==> config.mk <==
export PLATFORM = sky130hd
export DESIGN_NAME = seg7_capture_decoder_flat
export DESIGN_NICKNAME = d
export VERILOG_FILES = /design/src/rtl/seg7_capture_decoder_if.sv /design/src/rtl/seg7_capture_decoder.sv /design/src/flat_wrapper.sv
export SDC_FILE = /design/constraint.sdc
export NUM_CORES = 1
export LEC_CHECK = 0
export CORE_MARGIN = 3
export CORE_UTILIZATION = 35
export DETAILED_ROUTE_END_ITERATION = 12
export PLACE_DENSITY = 0.64
export SYNTH_ARGS = -nofsm -noshare
export SYNTH_HDL_FRONTEND = slang
export SYNTH_SLANG_ARGS = --single-unit
==> constraint.sdc <==
create_clock -name clock -period 2.6 [get_ports clock]
set_input_delay 0.39 -clock clock [delete_from_list [all_inputs] [get_ports clock]]
set_output_delay 0.39 -clock clock [all_outputs]
set_load 0.005 [all_outputs]
==> src/rtl/seg7_capture_decoder_if.sv <==
// Segment bus into the capture decoder plus its registered decode/status outputs.
interface seg7_capture_decoder_if;
    logic [6:0] seg;
    logic [3:0] value;
    logic       value_valid;
    logic       blank;
    logic       invalid;
    logic       change_pulse;
    logic [7:0] err_count;
    logic       locked;

    // No handshake: seg is free-running, and change_pulse is a one-cycle strobe.
    // value/value_valid/blank/invalid/err_count are already updated in the strobe cycle
    // and hold until the next accepted change. locked mirrors the filter FSM state.
    modport master (
        output seg,
        input  value, value_valid, blank, invalid, change_pulse, err_count, locked
    );
    modport slave (
        input  seg,
        output value, value_valid, blank, invalid, change_pulse, err_count, locked
    );
endinterface

==> src/rtl/seg7_capture_decoder.sv <==
// Synchronizes an active-low 7-segment bus, filters glitches with a stability count,
// and decodes each newly accepted pattern to a hex digit with blank/invalid status.
module seg7_capture_decoder #(
    parameter int STABLE_CYCLES = 4
) (
    input  logic                    clock,
    input  logic                    reset_n,
    seg7_capture_decoder_if.slave   bus
);
    typedef enum logic {TRACK = 1'b0, LOCKED = 1'b1} state_t;

    localparam logic [7:0] STABLE = 8'(STABLE_CYCLES);
    localparam logic [6:0] BLANK_PAT = 7'h7F;

    state_t     state, state_next;
    logic [6:0] s1, s2, prev, accepted;
    logic [7:0] cnt;
    logic       differ, accept_edge, new_pattern;
    logic       dec_legal;
    logic [3:0] dec_digit;

    assign differ      = (s2 != prev);
    assign new_pattern = accept_edge && (s2 != accepted);
    assign bus.locked  = (state == LOCKED);

    always_comb begin
        state_next  = state;
        accept_edge = 1'b0;
        case (state)
            TRACK: begin
                if (!differ && cnt == STABLE - 8'd1) begin
                    accept_edge = 1'b1;
                    state_next  = LOCKED;
                end
            end
            LOCKED: begin
                if (differ) state_next = TRACK;
            end
            default: state_next = TRACK;
        endcase
    end

    // Active-low patterns, bit order g..a.
    always_comb begin
        dec_legal = 1'b1;
        dec_digit = 4'h0;
        case (s2)
            7'h40: dec_digit = 4'h0;
            7'h79: dec_digit = 4'h1;
            7'h24: dec_digit = 4'h2;
            7'h30: dec_digit = 4'h3;
            7'h19: dec_digit = 4'h4;
            7'h12: dec_digit = 4'h5;
            7'h02: dec_digit = 4'h6;
            7'h78: dec_digit = 4'h7;
            7'h00: dec_digit = 4'h8;
            7'h10: dec_digit = 4'h9;
            7'h08: dec_digit = 4'hA;
            7'h03: dec_digit = 4'hB;
            7'h46: dec_digit = 4'hC;
            7'h21: dec_digit = 4'hD;
            7'h06: dec_digit = 4'hE;
            7'h0E: dec_digit = 4'hF;
            default: dec_legal = 1'b0;
        endcase
    end

    always_ff @(posedge clock) begin
        if (!reset_n) begin
            s1               <= BLANK_PAT;
            s2               <= BLANK_PAT;
            prev             <= BLANK_PAT;
            accepted         <= BLANK_PAT;
            cnt              <= STABLE;
            state            <= LOCKED;
            bus.value        <= 4'h0;
            bus.value_valid  <= 1'b0;
            bus.blank        <= 1'b1;
            bus.invalid      <= 1'b0;
            bus.change_pulse <= 1'b0;
            bus.err_count    <= 8'h00;
        end else begin
            s1               <= bus.seg;
            s2               <= s1;
            prev             <= s2;
            state            <= state_next;
            bus.change_pulse <= new_pattern;
            if (differ)
                cnt <= 8'd1;
            else if (cnt != STABLE)
                cnt <= cnt + 8'd1;
            // A re-stable onto the already accepted pattern leaves every output alone.
            if (new_pattern) begin
                accepted <= s2;
                if (dec_legal) begin
                    bus.value       <= dec_digit;
                    bus.value_valid <= 1'b1;
                    bus.blank       <= 1'b0;
                    bus.invalid     <= 1'b0;
                end else if (s2 == BLANK_PAT) begin
                    bus.value_valid <= 1'b0;
                    bus.blank       <= 1'b1;
                    bus.invalid     <= 1'b0;
                end else begin
                    bus.value_valid <= 1'b0;
                    bus.blank       <= 1'b0;
                    bus.invalid     <= 1'b1;
                    if (bus.err_count != 8'hFF)
                        bus.err_count <= bus.err_count + 8'd1;
                end
            end
        end
    end
endmodule

==> src/flat_wrapper.sv <==
// flat-port wrapper written by rule: the top's interface ports become plain ports
module seg7_capture_decoder_flat 
#(
    parameter int STABLE_CYCLES = 4
)
  (clock, reset_n, bus_seg, bus_value, bus_value_valid, bus_blank, bus_invalid, bus_change_pulse, bus_err_count, bus_locked);
  seg7_capture_decoder_if bus_i ();
  input  logic clock;
  input  logic reset_n;
  input wire logic [$bits(bus_i.seg)-1:0] bus_seg;
  output wire logic [$bits(bus_i.value)-1:0] bus_value;
  output wire logic [$bits(bus_i.value_valid)-1:0] bus_value_valid;
  output wire logic [$bits(bus_i.blank)-1:0] bus_blank;
  output wire logic [$bits(bus_i.invalid)-1:0] bus_invalid;
  output wire logic [$bits(bus_i.change_pulse)-1:0] bus_change_pulse;
  output wire logic [$bits(bus_i.err_count)-1:0] bus_err_count;
  output wire logic [$bits(bus_i.locked)-1:0] bus_locked;
  assign bus_i.seg = bus_seg;
  assign bus_value = bus_i.value;
  assign bus_value_valid = bus_i.value_valid;
  assign bus_blank = bus_i.blank;
  assign bus_invalid = bus_i.invalid;
  assign bus_change_pulse = bus_i.change_pulse;
  assign bus_err_count = bus_i.err_count;
  assign bus_locked = bus_i.locked;
  seg7_capture_decoder #(.STABLE_CYCLES(STABLE_CYCLES)) u_core (.clock(clock), .reset_n(reset_n), .bus(bus_i));
endmodule
==> flow_metrics.tcl <==
set metrics [dict create \
    status "finished clean" \
    synth_cell_types 45 \
    fin_nets 327 \
    drc_errors 0 \
    yosys-top-cells-area "dfxtp_1 (43%), nand2b_1 (5.8%), nand3_1 (4.9%), nand2_1 (4.6%), xor2_1 (4.2%)" \
    fmax_ghz 0.414 \
    yosysWarnings 0 \
    synth_edf_count 0 \
    pwr_density_cell_nw_per_um2 546 \
    grt_pass1_wl_mm 8.83 \
    comb_power_share_pct 8.3 \
    worst-endpoint-required_ns 2.84 \
    synth_top_area_share_pct 42.9 \
    gp_congestion 0.793 \
    synth_area_um2 2470 \
    hold_violations 0 \
    crit_start "u_core.cnt[0]" \
    slew_violations 0 \
    drive_above_1_share_pct 8.86 \
    io_buffer_count 25 \
    p_sw_share_pct 22.0 \
    reg2reg_to "u_core.bus.err_count[6]" \
    antenna_found_initial 0 \
    drt_iter0_markers 71 \
    start_kind "flop" \
    post_cts_buffers 0 \
    pwr-share-clk_pct 39.6 \
    viasPerCell 5.03 \
    synthFlopType "dfxtp_1" \
    clock_path_buffers 2 \
    max_cap_violations 0 \
    vias 2071 \
    first_pass_iters 4 \
    placement_rows 30 \
    yosysSeqAreaShare_pct 42.9 \
    syn-instance-count 292 \
    numCtsBuffers 5 \
    leakagePower_nw 1.13 \
    start_util_pct 36.2 \
    finalSetupViolCount 0 \
    finClkSkew_ns 0.00687 \
    tightest_slew_ns 0.551 \
    ios 26 \
    cts_sinks 53 \
    min_period_ns 2.42 \
    power_mw 1.63 \
    hpwl_mm 3.49 \
    r2r_setup_slack_ns 0.18 \
    dieHeight_um 90.1 \
    area_growth_syn_to_layout_pct 20.9 \
    path_class "reg2reg" \
    r2r_cells 7 \
    antenna_left 0 \
    grt_usage_pct 13.0 \
    cts_tree "yes" \
    yosys-top-cells-count "dfxtp_1 (53), nand2_1 (30), nand3_1 (24), nand2b_1 (23), clkbuf_1 (16)" \
    antenna_cells 0 \
    grt_pass1_vias 1904 \
    maxSlewHeadroom_pct 63.0 \
    syn-num-nets 304 \
    avgSynthCellArea_um2 8.47 \
    nFillCells 699 \
    detail_route.wirelength_mm 5.07 \
    dieWidth_um 90.1 \
    r2r_start "u_core.cnt[0]" \
    timing.final.crit_share_pct 93.0 \
    clkTransAtPathRegs_ns 0.10 \
    clk_latency_ns 0.30 \
    core-area_um2 6830 \
    cts_root_buf "clkbuf_8" \
    critPathCapture "u_core.bus.err_count[6]" \
    gr-total-overflow 0 \
    htreeDepth 2 \
    post_drt_wl_per_cell_um 12.3 \
    end_kind "flop" \
    worst_ep_arrival_time_ns 2.65 \
    hold_path_class "reg2reg" \
    die_area_um2 8110 \
    synth_largest_area_cell "dfxtp_1" \
    finalWorstSetupSlack_ns 0.183 \
    power_frac_seq_pct 52.1 \
    synth.most_common_cell "dfxtp_1" \
    power.switching_mw 0.359 \
    pre_cts_ws_ns 0.201 \
    ir_worst_vdd_uv 275 \
    async_reset_ff_share_pct 0 \
    synth_seq_cells 53 \
    critPathMaxFanout 6 \
    internal_power_mw 1.27 \
    grt_max_degree 18 \
]
-- worst max-delay path, stage by stage, from the launching register on --
cell,delay [ns]
dfxtp_1,0.43
ha_1,0.28
nor2b_2,0.24
nand3_1,0.13
or4_1,0.50
or3_1,0.32
or3_1,0.31
a21oi_1,0.14
-- metrics by stage --
stage	TNS [ns]	utilization, %	instance area, um2	hold WS [ns]	cells
global route	-0.00434	43.8	2990	0.428	412
global placement	0	41.7	2850	0.388	404
floorplan	0	-	2470	0.386	292
CTS	0	43.7	2990	0.415	412
detailed placement	0	41.7	2850	0.392	404
finish	0	43.8	2990	0.412	412
-- power groups by stage --
stage	clock [mW]	sequential [mW]	combinational, mW
after global routing	0.697	0.855	0.152
after floorplan	0	0.859	0.0966
after detailed placement	0	0.869	0.134
after CTS	0.667	0.850	0.136
final	0.647	0.851	0.135
after global placement	0	0.868	0.133
-- repair_timing --
item                       4_1_cts  5_1_grt
hold buffers                     0        0
resized for setup                0        2
setup endpoints to repair        0        6
-- sequential cells by signal, summed over array words and instances (netlist names) --
| signal | cells |
|---|---|
| u_core.cnt | 8 |
| u_core.s2 | 7 |
| u_core.bus.invalid | 1 |
| u_core.bus.err_count | 8 |
| u_core.bus.locked | 1 |
| u_core.bus.change_pulse | 1 |
| u_core.prev | 7 |
| u_core.bus.value_valid | 1 |
| u_core.s1 | 7 |
| u_core.bus.blank | 1 |
| u_core.accepted | 7 |
| u_core.bus.value | 4 |
-- routing by layer --
| layer | track usage, % | wire (um) | vias to the layer above |
|---|---|---|---|
| li1 | - | - | 1068 |
| met5 | 0 | 0 | - |
| met2 | 20.5 | 2380 | 37 |
| met1 | 17.3 | 2410 | 961 |
| met3 | 2.76 | 215 | 5 |
| met4 | 4.85 | 59 | 0 |
-- how the worst min path moves through the flow --
stage / startpoint / end / slack, ns / cells after the start
final: u_core.s1[0] / u_core.s2[0] / 0.41 / 1
after global routing: u_core.s1[3] / u_core.s2[3] / 0.43 / 1
after CTS: u_core.s1[0] / u_core.s2[0] / 0.42 / 1
after detailed placement: u_core.s1[2] / u_core.s2[2] / 0.39 / 1
after global placement: u_core.s1[1] / u_core.s2[1] / 0.39 / 1
after floorplan: u_core.s1[0] / u_core.s2[0] / 0.39 / 1
-- cell type report --
type / count / area [um2] / area share, %
sequential: 53 / 1060 / 35.5
multi-input combinational: 209 / 1290 / 43.2
clock buffer: 5 / 68.8 / 2.30
timing repair buffer: 40 / 363 / 12.1
tap: 96 / 120 / 4.02
inverter: 6 / 22.5 / 0.753
clock inverter: 3 / 65.1 / 2.17
-- layout by cell type (no fill, tap or decap), types with 6 or more instances in the layout --
cell / count
nand2b_1: 23
xnor2_1: 9
nand4_1: 6
a21oi_1: 12
nor2_1: 15
buf_4: 15
nor3_1: 7
inv_1: 6
nand2_1: 30
o21ai_0: 10
xor2_1: 12
clkdlybuf4s50_1: 25
nand3_1: 24
or4_1: 8
dfxtp_1: 53
-- cells by family after synthesis --
| kind of cell | synth area share, % |
|---|---|
| muxes | 0.809 |
| AOI/OAI and AO/OA | 10.8 |
| and+or+nand+nor | 31.4 |
| adders and majority gates | 1.52 |
| buffers and inverters | 5.16 |
| xor gates and xnor gates | 7.44 |
| DFF | 42.9 |
Power figures use the tool's default switching activity.
